**src/rtl/controle_busca.sv**
```systemverilog
// Instruction fetch control: PC register, IF/ID pipeline register and a small FSM
// that sequences start-up, hazard holds, branch redirects and end-of-memory halting.
module controle_busca #(
  parameter int unsigned MEM_WORDS = 32,
  parameter logic [31:0] PC_RESET  = 32'd0
) (
  input  logic        clock,
  input  logic        reset,
  input  logic        stall,
  input  logic        desvio,
  input  logic [31:0] alvo_desvio,
  input  logic [31:0] instrucao_mem,
  output logic [31:0] endereco,
  output logic [31:0] if_id_instrucao,
  output logic [31:0] if_id_pc4,
  output logic        if_id_valido,
  output logic        fim,
  output logic        erro_alinhamento,
  output logic [1:0]  estado,
  output logic [15:0] num_buscas
);

  typedef enum logic [1:0] {
    INICIO = 2'd0,
    BUSCA  = 2'd1,
    PARADO = 2'd2,
    FIM    = 2'd3
  } estado_t;

  // 33-bit limit so that MEM_WORDS = 2^30 (a full 4 GiB space) does not overflow.
  localparam logic [32:0] LIMITE = 33'(MEM_WORDS) * 33'd4;

  estado_t     r_estado, w_estadoNext;
  logic [31:0] r_pc, w_pcNext;
  logic [31:0] r_instrucao, w_instrucaoNext;
  logic [31:0] r_pc4, w_pc4Next;
  logic        r_valido, w_validoNext;
  logic        r_erro, w_erroNext;
  logic [15:0] r_buscas, w_buscasNext;

  logic [31:0] w_alvoAlinhado;
  logic        w_alvoFora;
  logic        w_pcDentro;
  logic [31:0] w_pcMais4;

  assign w_alvoAlinhado = {alvo_desvio[31:2], 2'b00};
  assign w_alvoFora     = {1'b0, w_alvoAlinhado} >= LIMITE;
  assign w_pcDentro     = {1'b0, r_pc} < LIMITE;
  assign w_pcMais4      = r_pc + 32'd4;

  always_ff @(posedge clock) begin
    if (reset) begin
      r_estado    <= INICIO;
      r_pc        <= PC_RESET;
      r_instrucao <= 32'd0;
      r_pc4       <= 32'd0;
      r_valido    <= 1'b0;
      r_erro      <= 1'b0;
      r_buscas    <= 16'd0;
    end else begin
      r_estado    <= w_estadoNext;
      r_pc        <= w_pcNext;
      r_instrucao <= w_instrucaoNext;
      r_pc4       <= w_pc4Next;
      r_valido    <= w_validoNext;
      r_erro      <= w_erroNext;
      r_buscas    <= w_buscasNext;
    end
  end

  // A redirect wins over stall in every state; otherwise each state decides on its own.
  always_comb begin
    w_estadoNext    = r_estado;
    w_pcNext        = r_pc;
    w_instrucaoNext = r_instrucao;
    w_pc4Next       = r_pc4;
    w_validoNext    = r_valido;
    w_erroNext      = r_erro;
    w_buscasNext    = r_buscas;

    if (desvio) begin
      w_pcNext        = w_alvoAlinhado;
      w_instrucaoNext = 32'd0;
      w_pc4Next       = 32'd0;
      w_validoNext    = 1'b0;
      w_erroNext      = r_erro | (alvo_desvio[1:0] != 2'b00);
      w_estadoNext    = w_alvoFora ? FIM : BUSCA;
    end else begin
      case (r_estado)
        INICIO: begin
          if (!stall) w_estadoNext = BUSCA;
        end
        BUSCA: begin
          if (stall) begin
            w_estadoNext = PARADO;
          end else if (w_pcDentro) begin
            w_instrucaoNext = instrucao_mem;
            w_pc4Next       = w_pcMais4;
            w_validoNext    = 1'b1;
            w_pcNext        = w_pcMais4;
            if (r_buscas != 16'hFFFF) w_buscasNext = r_buscas + 16'd1;
          end else begin
            w_estadoNext = FIM;
            w_validoNext = 1'b0;
          end
        end
        PARADO: begin
          if (!stall) w_estadoNext = BUSCA;
        end
        FIM: begin
          w_estadoNext = FIM;
        end
        default: begin
          w_estadoNext = INICIO;
        end
      endcase
    end
  end

  assign endereco         = r_pc;
  assign if_id_instrucao  = r_instrucao;
  assign if_id_pc4        = r_pc4;
  assign if_id_valido     = r_valido;
  assign fim              = (r_estado == FIM);
  assign erro_alinhamento = r_erro;
  assign estado           = r_estado;
  assign num_buscas       = r_buscas;

endmodule

```
**config.mk**
```make
export PLATFORM = sky130hd
export DESIGN_NAME = controle_busca
export DESIGN_NICKNAME = d
export VERILOG_FILES = /design/src/rtl/controle_busca.sv
export SDC_FILE = /design/constraint.sdc
export NUM_CORES = 1
export LEC_CHECK = 0
export CORE_MARGIN = 4
export CORE_UTILIZATION = 39
export CTS_BUF_LIST = sky130_fd_sc_hd__clkbuf_2
export CTS_CLUSTER_SIZE = 12
export DETAILED_ROUTE_END_ITERATION = 8
export PLACE_DENSITY = 0.78
export SYNTH_ARGS = -nofsm -noshare
export SYNTH_HDL_FRONTEND = slang
export SYNTH_SLANG_ARGS = --single-unit
```
**constraint.sdc**
```tcl
create_clock -name clock -period 2.5 [get_ports clock]
set_input_delay 0.625 -clock clock [delete_from_list [all_inputs] [get_ports clock]]
set_output_delay 0.625 -clock clock [all_outputs]
set_load 0.02 [all_outputs]
```
* Word level (Yosys, flattened, before mapping)
Cells that the tools add are included.
Word-level totals: bits in registers 116, input port bits 68, output and inout bits 117, word-level logic and storage cells 44
Cells by class: add/sub/neg operators 2, order comparisons 2, eq/ne operators 7, mux-type cells 11, bitwise operators 3, reductions and logical operators 11
Operators with widths (number):
- $mux W32 | 4
- $add A32 B3 Y32 const B | 1
- $ge A32 B8 Y1 const B | 1
- $lt A32 B8 Y1 const B | 1
- $add A16 B1 Y16 const B | 1
- $ne A16 B16 Y1 const B | 1
- $mux W2 | 5
- $pmux W2 S3 | 1
- $reduce_and A3 Y1 | 2
- $reduce_bool A2 Y1 | 3
- $reduce_and A5 Y1 | 1
- $eq A2 B2 Y1 const B | 2
- $ne A4 B4 Y1 const B | 1
- $reduce_and A2 Y1 | 2
- $reduce_or A2 Y1 | 2
- $ne A3 B2 Y1 const B | 1
- $eq A2 B1 Y1 const B | 1
- $logic_not A2 Y1 | 1
- $ne A2 B1 Y1 const B | 1
- $not A1 Y1 | 2
- $mux W1 | 1
- $or A1 B1 Y1 | 1

* Logic depth before layout (Yosys ltp)
Gate-level depths: netlist of run 1.
depth after elaboration 5, gate-level depth with buffers 8, mapped depth without buffers 6

* Worst setup path after synthesis of run 1
No wires, ideal clock.
path type input -> register, start point input stall, end point register r_buscas[9], in the netlist num_buscas[9], library setup time 123 ps, arrival 2277 ps, setup slack 100 ps, cell stages on the path 6, cell sequence nor3b_1 nand4_1 or4_4 buf_6 nor4_2 mux2_1
On the way: word-level cells in the longest chain between the ends 2
RTL lines:
- start, declared | RTL line 9 | input logic stall,
- $not A1 Y1 (no source line)
- $reduce_and A5 Y1 (no source line)
- end signal, assigned | RTL line 67 | r_buscas <= w_buscasNext;
- end, declared | RTL line 39 | logic [15:0] r_buscas, w_buscasNext;
No other way between the ends. A chain may end at the register's enable or synchronous reset.

* Worst setup path in the final report of run 1
start point register r_buscas[10], in the netlist num_buscas[10], end point output num_buscas[10]
RTL lines:
- end, declared | RTL line 20 | output logic [15:0] num_buscas
No word-level cell between the ends.

==> results of run 1 <==
## stage by stage
step	TNS [ns]	hold slack, ns	std cells
6_report	0	0.316	790
4_1_cts	0	0.280	789
2_1_floorplan	0	0.522	474
3_3_place_gp	-5.89	0.432	773
5_1_grt	0	0.257	790
3_5_place_dp	-11.72	0.444	773
## final cells by class
type	count	area, sq um	share of cell area (%)
Sequential cell	112	2250	35.4
Clock inverter	7	86.3	1.36
Timing Repair Buffer	196	1940	30.5
Clock buffer	9	45.0	0.709
Tap cell	136	170	2.68
Antenna cell	1	2.50	0.0394
Multi-Input combinational cell	321	1830	28.9
Inverter	8	30.0	0.473
## how the worst max path moves through the flow
stage	start	endpoint	slack (ns)
final	num_buscas[10]	num_buscas[10]	0.12
after global routing	num_buscas[10]	num_buscas[10]	0.009
after CTS	endereco[5]	endereco[5]	0.04
after detailed placement	stall	num_buscas[4]	-0.44
after global placement	stall	num_buscas[14]	-0.28
after floorplan	stall	num_buscas[9]	0.1
## worst reg2reg max path: stages (launching register included)
cell     delay (ns)
dfxtp_1        0.40
nor4_1         0.38
nand4_1        0.21
or4_4          0.61
buf_4          0.19
or3_1          0.35
a21oi_1        0.17
## flip-flops by register name (all words and copies together) (netlist names)
name              cells
if_id_valido          1
num_buscas           16
if_id_pc4            30
endereco             30
erro_alinhamento      1
if_id_instrucao      32
estado                2
## cells in the mapped netlist, types with 2 or more instances
master,instances
o31ai_1,4
nand2b_1,4
o21ai_0,2
or2_1,2
or2_2,2
nand2_1,75
and2_1,25
a31o_1,2
dfxtp_1,112
nor2b_1,3
xor2_1,3
inv_1,7
nor3b_1,2
a221oi_1,2
mux2i_1,25
nand3_1,8
nor3_1,2
nor4_2,5
xnor2_1,6
clkbuf_1,22
or3_1,6
buf_1,5
o21ai_1,7
buf_4,4
nor4_1,9
or4_1,7
a211oi_1,9
nand4_1,5
nor2_1,47
ha_1,2
a21oi_1,47
## cell families (layout without fill, tap and decap cells)
family          count (synthesis)  count (layout)  share of synthesized area (%)
simple gates                  205             205                           24.0
flops                         112             112                           52.9
compound gates                 75              75                           10.1
buf+inv                        41             220                           4.19
mux                            26              26                           6.17
xor+xnor                        9               9                           1.86
fa+ha+maj                       2               2                          0.591
other cells                     1               5                         0.0885
## placed cells by master (no fill, tap or decap), drive strengths merged, types with 2 or more instances in the layout
cell and instances:
a211oi 9, a21oi 47, a221oi 2, a31o 2, and2 25, buf 18, clkbuf 9, clkdlybuf4s50 178
clkinv 2, conb 4, dfxtp 112, ha 2, inv 11, mux2i 25, nand2 75, nand2b 4
nand3 8, nand4 6, nor2 47, nor2b 3, nor3 2, nor3b 2, nor4 14, o21ai 9
o31ai 4, or2 4, or3 6, or4 8, xnor2 6, xor2 3
## metal layers
layer / global-route usage, % / vias to the layer above / wire [microns]
met5: 0 / - / 0
met4: 7.21 / 0 / 238
met3: 6.09 / 18 / 1020
met2: 32.1 / 172 / 5950
met1: 23.7 / 1817 / 5190
li1: - / 1947 / -
## timing repair
| action | in CTS | in global routing |
|---|---|---|
| gates resized for setup | 0 | 3 |
| hold buffers | 0 | 0 |
| setup endpoints to repair | 0 | 2 |
## power by group through the flow
stage / Clock [uW] / Sequential (uW) / Combinational (uW)
detailed placement: 0 / 1890 / 374
CTS: 913 / 1860 / 376
global placement: 0 / 1890 / 369
floorplan: 0 / 1930 / 121
finish: 880 / 1860 / 373
global route: 987 / 1870 / 401
==> results by group, run 1 <==
Global route
  • Largest net degree at the start of global routing: 55
  • GRT Resource Usage Total: 19.4%
  • Grt ovf: 0
  • First-pass GRT wire length: 20.1 mm
  • Number of global-route vias before repair: 3972
  • Initial antenna violation count: 1

Power and ir drop
  • Maximum VDD drop: 0.292 mV
  • Power Internal: 2290 uW
  • Flop pwr share: 59.8%
  • Switch share: 26.6%
  • Power share of the clock group: 28.2%
  • Leakage Power: 0.00228 uW
  • Net Sw Power: 829 uW
  • Power, Total: 3120 uW
  • Comb pwr share: 12.0%
  • Pwr dens: 491 nW/um^2

Clock network
  • Num CTS Buffers: 9
  • Worst-path clk slew: 0.32 ns
  • # H-tree levels: 3
  • CTS Sinks: 112
  • Post-CTS setup buffers: 0
  • Clk_lat worst skew: 0.57 ns
  • Clk buf depth: 2
  • Clock Tree Root: clkbuf_2
  • CTS tree: yes

Setup path
  • Worst reg2reg path startpoint: endereco[24]
  • Worst Path Arrival: 1.76 ns
  • RR Endpoint: num_buscas[4]
  • Worst path depth: 1
  • Crit Path Max Fanout: 7
  • Setup CP Type: flop to primary output
  • Reg2Reg Depth: 6
  • Crit path launch type: flop
  • Largest stage delay on the critical path: 0.66 ns
  • Critical Path Slowest Stage Cell: clkdlybuf4s50_1
  • Crit path max-delay family: buffers and inverters
  • Buf/Inv on CP: 1
  • Critical Path RT: 1.88 ns
  • Flop2flop setup slack: 0.18 ns
  • Cells along the critical path: clkdlybuf4s50_1
  • CP Capture Type: primary output

Placement
  • Buffers added on ports: 180
  • DP Area: 6210 sq um
  • Pre-CTS WS: -0.443 ns
  • Detailed Place HPWL: 9.40 mm
  • Routability Congestion: 0.835

Yosys
  • Post-synth EDFFs: 0
  • Seq cells post-synth: 112
  • Yosys warnings: 0
  • Yosys cell types: 41
  • Synth Instances: 471
  • Syn Area/Cell: 8.99 sq um
  • Ys async rst share: 0%
  • Sequential share of the synthesized area: 52.9%
  • Ys flop type: dfxtp_1
  • Cell Area, Synth: 4240 sq um
  • Share of the synthesized area in the top cell type: 52.9%
  • Synth area leader: dfxtp_1
  • Top cells by area, synth: dfxtp_1 53%, nand2_1 6.6%, mux2i_1 5.9%

Finish
  • Share of cells above drive strength 1: 7.20%
  • Synth-to-layout area growth: 50.0%
  • Nets: 718
  • Fill cells: 918
  • Final core utilization: 60.7%
  • Design Area, Final: 6350 sq um

Timing
  • RSZ-0062 raised after global routing: false
  • Period utilisation layout: 95.4%
  • FMAX: 419 MHz
  • Measured slew at the worst slew-check pin: 1.11 ns
  • PnR worst setup slack: 0.116 ns
  • Slew HR: 25.7%
  • Skew final: 0.0362 ns
  • Final hold violation count: 0
  • Final setup violation count: 0
  • Tmin final: 2.38 ns
  • Max-slew violations: 0

Route
  • Avg WL per Cell: 15.7 microns
  • Antenna viol nets, final: 0
  • Via density: 5.01
  • Vias post-DR: 3954
  • Drt pass-1 iters: 5
  • Final WL: 12.4 mm
  • Initial DRC Count: 204
  • DRC: 0

Floorplanning
  • FP Rows: 37
  • Ports: 185
  • Core box area: 10500 sq um
  • Height of the die: 112 microns
  • Die ar.: 12600 sq um
  • Overall die width: 112 microns
  • Starting Density: 40.5%

Hold path
  • Worst Min Path Start: desvio
  • Hold Path Sink: erro_alinhamento
  • Hold Crit Class: primary input to flop
  • Hold Path Depth: 3

Status
  • Status: finished clean

Flow run
  • Max cap viols: 0
(Power assumes the default switching activity.)
==> inputs of run 2 (changes only) <==
Settings changed: CTS_CLUSTER_SIZE 12 to unset.
==> results of run 2 <==
No change in the layout: final DEF, timing and power equal those of run 1.
